--- config.mk ---
export PLATFORM = sky130hd
export DESIGN_NAME = scratchpad_loader
export DESIGN_NICKNAME = d
export VERILOG_FILES = /design/src/rtl/scratchpad_loader.sv
export SDC_FILE = /design/constraint.sdc
export NUM_CORES = 1
export LEC_CHECK = 0
export CAP_MARGIN = 15
export CORE_UTILIZATION = 40
export DETAILED_ROUTE_END_ITERATION = 7
export DONT_BUFFER_PORTS = 1
export GPL_ROUTABILITY_DRIVEN = 1
export HOLD_SLACK_MARGIN = 0.06
export SYNTH_ARGS = -nofsm -noshare
export SYNTH_HDL_FRONTEND = slang
export SYNTH_SLANG_ARGS = --single-unit
--- constraint.sdc ---
create_clock -name clock -period 2.28 [get_ports clock]
set_input_delay 0.342 -clock clock [delete_from_list [all_inputs] [get_ports clock]]
set_output_delay 0.342 -clock clock [all_outputs]
set_load 0.1 [all_outputs]
--- src/rtl/scratchpad_loader.sv ---
// Scratchpad loader: optionally zero-fills the scratchpad, streams an image into it while
// holding the core in reset, then releases the core and waits for a mailbox completion byte.
// Optional RUN watchdog enabled by defining SCRATCHPAD_LOADER_TIMEOUT_EN.
module scratchpad_loader #(
  parameter int          DATA_W         = 32,
  parameter int          DEPTH          = 4096,
  parameter int          MAILBOX_ADDR   = 0,
  parameter logic [7:0]  DONE_BYTE      = 8'hFF,
  parameter int          TIMEOUT_CYCLES = 1000000,
  localparam int         LANES          = DATA_W / 8,
  localparam int         ADDR_W         = $clog2(DEPTH)
) (
  input  logic              clock,
  input  logic              reset,
  input  logic              start,
  input  logic              clear_en,
  input  logic [ADDR_W:0]   word_count,
  input  logic              src_valid,
  input  logic [DATA_W-1:0] src_data,
  output logic              src_ready,
  output logic [LANES-1:0]  mem_we,
  output logic [ADDR_W-1:0] mem_addr,
  output logic [DATA_W-1:0] mem_wdata,
  output logic              core_reset,
  input  logic              mon_we,
  input  logic [ADDR_W-1:0] mon_addr,
  input  logic [7:0]        mon_data,
  output logic              busy,
  output logic              done,
  output logic              error,
  output logic              timeout,
  output logic [2:0]        state_dbg
);

  // Image stream handshake: a beat transfers in any cycle where src_valid && src_ready are both
  // high at the rising clock edge; src_data must be stable while src_valid is high.
  typedef enum logic [2:0] {
    S_IDLE    = 3'd0,
    S_CLEAR   = 3'd1,
    S_LOAD    = 3'd2,
    S_RELEASE = 3'd3,
    S_RUN     = 3'd4,
    S_DONE    = 3'd5
  } state_t;

  localparam logic [ADDR_W-1:0] LAST_ADDR = ADDR_W'(DEPTH - 1);
  localparam logic [ADDR_W-1:0] MBOX      = ADDR_W'(MAILBOX_ADDR);
  localparam logic [ADDR_W:0]   MAX_COUNT = (ADDR_W + 1)'(DEPTH);
  localparam logic [ADDR_W-1:0] ADDR_ONE  = ADDR_W'(1);
  localparam logic [ADDR_W:0]   BEAT_ONE  = (ADDR_W + 1)'(1);

  state_t              state_q, state_d;
  logic [ADDR_W-1:0]   addr_q, addr_d;
  logic [ADDR_W:0]     beat_q, beat_d;
  logic [ADDR_W:0]     count_q, count_d;
  logic                done_q, done_d;
  logic                error_q, error_d;
  logic                timeout_q, timeout_d;
  logic                core_reset_q;
  logic                start_ok;
  logic                mailbox_hit;
  logic                tmo_expire;

  assign start_ok    = (word_count != '0) && (word_count <= MAX_COUNT);
  assign mailbox_hit = mon_we && (mon_addr == MBOX) && (mon_data == DONE_BYTE);

`ifdef SCRATCHPAD_LOADER_TIMEOUT_EN
  logic [31:0] tmo_cnt_q;

  always_ff @(posedge clock or posedge reset) begin
    if (reset) begin
      tmo_cnt_q <= '0;
    end else if (state_q == S_RELEASE) begin
      tmo_cnt_q <= '0;
    end else if (state_q == S_RUN) begin
      tmo_cnt_q <= tmo_cnt_q + 32'd1;
    end
  end

  // The Nth RUN cycle sees a count of N-1, so the watchdog fires during RUN cycle TIMEOUT_CYCLES.
  assign tmo_expire = (tmo_cnt_q == 32'(TIMEOUT_CYCLES - 1));
`else
  // Watchdog absent: RUN waits for the mailbox forever; the parameter stays referenced.
  assign tmo_expire = 1'b0 & (TIMEOUT_CYCLES > 0);
`endif

  always_comb begin
    state_d   = state_q;
    addr_d    = addr_q;
    beat_d    = beat_q;
    count_d   = count_q;
    done_d    = done_q;
    error_d   = error_q;
    timeout_d = timeout_q;
    src_ready = 1'b0;
    mem_we    = '0;
    mem_addr  = addr_q;
    mem_wdata = '0;

    case (state_q)
      S_IDLE, S_DONE: begin
        if (start) begin
          if (start_ok) begin
            count_d   = word_count;
            error_d   = 1'b0;
            done_d    = 1'b0;
            timeout_d = 1'b0;
            addr_d    = '0;
            beat_d    = '0;
            state_d   = clear_en ? S_CLEAR : S_LOAD;
          end else begin
            error_d = 1'b1;
          end
        end
      end
      S_CLEAR: begin
        mem_we = '1;
        if (addr_q == LAST_ADDR) begin
          addr_d  = '0;
          state_d = S_LOAD;
        end else begin
          addr_d = addr_q + ADDR_ONE;
        end
      end
      S_LOAD: begin
        src_ready = 1'b1;
        mem_wdata = src_data;
        if (src_valid) begin
          mem_we = '1;
          beat_d = beat_q + BEAT_ONE;
          // Holding the address on the final beat keeps it from wrapping past DEPTH-1.
          if ((beat_q + BEAT_ONE) == count_q) begin
            state_d = S_RELEASE;
          end else begin
            addr_d = addr_q + ADDR_ONE;
          end
        end
      end
      S_RELEASE: begin
        state_d = S_RUN;
      end
      S_RUN: begin
        if (mailbox_hit) begin
          done_d  = 1'b1;
          state_d = S_DONE;
        end else if (tmo_expire) begin
          timeout_d = 1'b1;
          state_d   = S_DONE;
        end
      end
      default: begin
        state_d = S_IDLE;
      end
    endcase
  end

  always_ff @(posedge clock or posedge reset) begin
    if (reset) begin
      state_q      <= S_IDLE;
      addr_q       <= '0;
      beat_q       <= '0;
      count_q      <= '0;
      done_q       <= 1'b0;
      error_q      <= 1'b0;
      timeout_q    <= 1'b0;
      core_reset_q <= 1'b1;
    end else begin
      state_q      <= state_d;
      addr_q       <= addr_d;
      beat_q       <= beat_d;
      count_q      <= count_d;
      done_q       <= done_d;
      error_q      <= error_d;
      timeout_q    <= timeout_d;
      // Core runs only in RUN and DONE; it falls on the edge entering RUN.
      core_reset_q <= !((state_d == S_RUN) || (state_d == S_DONE));
    end
  end

  assign core_reset = core_reset_q;
  assign busy       = (state_q == S_CLEAR) || (state_q == S_LOAD) || (state_q == S_RELEASE);
  assign done       = done_q;
  assign error      = error_q;
  assign timeout    = timeout_q;
  assign state_dbg  = state_q;

endmodule
==> out/summary.txt <==
Worst Clk Skew - 7.33 ps
Slew @ Worst Pin - 541 ps
Synth cell types - 66
Async SR Flop Fraction - 100%
Final wirelength - 9030 um
Die H - 90.7 um
Status - finished with violations
Yosys warns - 0
Placement Rows - 31
DRT iter0 DRCs - 96
Slew Viols, Final - 0
Sequential Area - 1130 um2
Failing checks - negative setup slack
Gp weighted congestion - 0.842
DP Cell Count - 520
Multi-input logic area - 2030 um2
Number of detailed-route iterations in the first pass - 4
CTS tree - yes
Final hold vios - 0
Via count - 3035
Antenna violations before repair - 0
Final instance area - 4480 um2
Max Cap Violations - 0
Crit-path slowest cell - or4_4
Grt total ovfl - 0
Post-Syn Area - 3150 um2
Antenna Nets Post-Route - 0
F_max - 0.424 GHz
Vias in the first global route - 3032
Area growth syn-to-layout - 42.5%
Tot Pwr - 5.97 mW
Mapped Nets - 423
Layout cell share with drive strength beyond 1 - 45.0%
Max Buffers Root-to-Sink - 2
DP Area - 4240 um2
Die span in x - 90.7 um
Port-buffer cells - 0
Sequential-to-total area share from yosys stat - 35.0%
I/O pin cnt - 128
H-tree Lvls - 2
Root Buffer - clkbuf_8
Top post-synthesis cells by count - dfrtp_1 (43), and2_1 (35), nor2_1 (25)
Hpwl dp - 7120 um
Crit Path Class - flip-flop to flip-flop
Nets - 505
Worst setup SP type - flip-flop
Final worst-path cycle share - 103%
Dominant cells by area after synthesis - dfrtp_1 (34%), and2_1 (7.0%), mux2_2 (5.7%)
Core ar. - 7410 um2
Global-route usage over all layers - 22.1%
Synth top area share - 34.2%
# setup viols final - 2
#FFs+latches synth - 44
Post-synthesis cell count - 350
Pwr dens - 1330 nW/um2
Skew-Pair Late Insertion Delay - 300 ps
Critical Path RT - 2510 ps
First-pass GRT wire length - 14600 um
Post-synth EDFFs - 0
Min Tclk post-route - 2360 ps
Clk pin slew, worst setup/hold paths - 90 ps
Final worst setup slack - -76.2 ps
Fin cells - 532
VDD IR max - 0.845 mV
Avg Cell Area, Syn - 8.99 um2
Top_reg_cell synth - dfrtp_1
Drt wl/cell - 17.0 um
Die Area - 8230 um2
Pin count of the biggest net entering global routing - 34
CTS Buf Count - 5
Type of destination of the critical path - flip-flop
Top cell type by total area after synthesis - dfrtp_1
Initial Utilization - 42.5%
Drt drc - 0
Most frequent cell after synthesis - dfrtp_1
Hold WC Path Type - primary input to flip-flop
Leak pwr - 1.85 nW
Fillers - 604
CP cell instances - ha_4 -> and2_4 -> a211o_1 -> a31o_2 -> and4b_4 -> and4_4 -> or4_4 -> a21oi_2
Slew margin rel. - 63.8%
Arrival @ worst endpoint - 2590 ps
RSZ-0062 raised after global routing - true
Final Util - 60.5%
Worst Path Max Fanout - 5
Clock Sinks - 44
Ant diodes - 0
Via density - 5.70
Slowest cell delay on critical path - 480 ps
==> metal layers <==
metal	wire [um]	track usage, %	vias to the layer above	share of wire [%]
met1	3550	25.5	1469	39
met4	192	7.93	0	2.1
li1	-	-	1429	-
met3	497	3.87	17	5.5
met5	0	0	-	0
met2	4790	40.7	120	53
==> cell type report <==
class | count | area share (%)
tap | 99 | 2.76
sequential | 44 | 25.1
inverter | 12 | 1.00
clock inverter | 2 | 0.865
timing repair buffer | 94 | 23.2
clock buffer | 6 | 1.84
multi-input combinational | 275 | 45.2
==> per-stage QoR <==
step                setup TNS [ps]  setup slack, ps  hold WS [ps]
global placement              -137            -46.4           283
finish                        -117            -76.2           182
global route                 -1120             -117           173
detailed placement            -549            -93.5           285
CTS                          -85.7            -53.8           177
floorplan                     -125            -62.3           464
==> critical path: cells and delay by family, from the launching register on <==
kind,cells,cell delay [ps]
adders and majority gates,1,180
and+or+nand+nor,4,1020
DFF,1,440
AOI/OAI and AO/OA,3,640
==> report_power, final <==
| group | switching, mW | internal (mW) | total (mW) |
|---|---|---|---|
| Combinational | 2.72 | 1.31 | 4.03 |
| Clock | 0.300 | 0.359 | 0.659 |
| Sequential | 0.280 | 1.01 | 1.29 |
==> cell usage in the layout, fill, tap and decap left out, types with 9 or more instances in the layout <==
| master | count |
|---|---|
| a21oi_1 | 9 |
| and2_2 | 20 |
| and2_4 | 10 |
| and3_1 | 11 |
| buf_12 | 26 |
| buf_4 | 65 |
| dfrtp_1 | 30 |
| dfrtp_2 | 10 |
| inv_1 | 11 |
| mux2_2 | 16 |
| nand2_1 | 23 |
| nand3_1 | 17 |
| nand4_1 | 10 |
| nor2_1 | 23 |
| o21ai_0 | 21 |
==> logic make-up (layout without fill, tap and decap cells) <==
group,Yosys count,after routing,share of synthesized area (%)
DFF,44,44,35.0
buffers and inverters,31,114,6.32
adders and majority gates,2,2,0.795
muxes,17,17,6.04
and+or+nand+nor,171,171,31.6
AOI/OAI and AO/OA,70,70,16.2
xor gates and xnor gates,14,14,3.90
other,1,1,0.119
==> worst paths after layout <==
path                                            endpoint                    from  depth (start not counted)  slack, ps
worst min-delay path              count_q[9]$_DFFE_PP0P_           word_count[9]                          1        180
worst max register to register  mem_addr[11]$_DFFE_PP0P_   beat_q[1]$_DFFE_PP0P_                          8        -80
max in group asynchronous           core_reset$_DFF_PP1_                   reset                          3       1430
min in group asynchronous         beat_q[10]$_DFFE_PP0P_                   reset                          3        510
worst max-delay path            mem_addr[11]$_DFFE_PP0P_   beat_q[1]$_DFFE_PP0P_                          8        -80
worst min register to register    beat_q[12]$_DFFE_PP0P_  beat_q[12]$_DFFE_PP0P_                          1        520
==> sequential cells by signal (all words and copies together) (netlist names) <==
name and cells:
done 1, state_dbg 3, error 1, core_reset 1, beat_q 13, count_q 13, mem_addr 12
==> timing repair <==
action	CTS	global route
gates cloned	0	0
pin swaps	9	3
buffers inserted	2	1
endpoints found under the hold margin	43	0
setup endpoints to repair	10	12
gates resized for setup	15	6
hold buffers	1	0
Note: power is estimated with default switching activity, not from simulation.
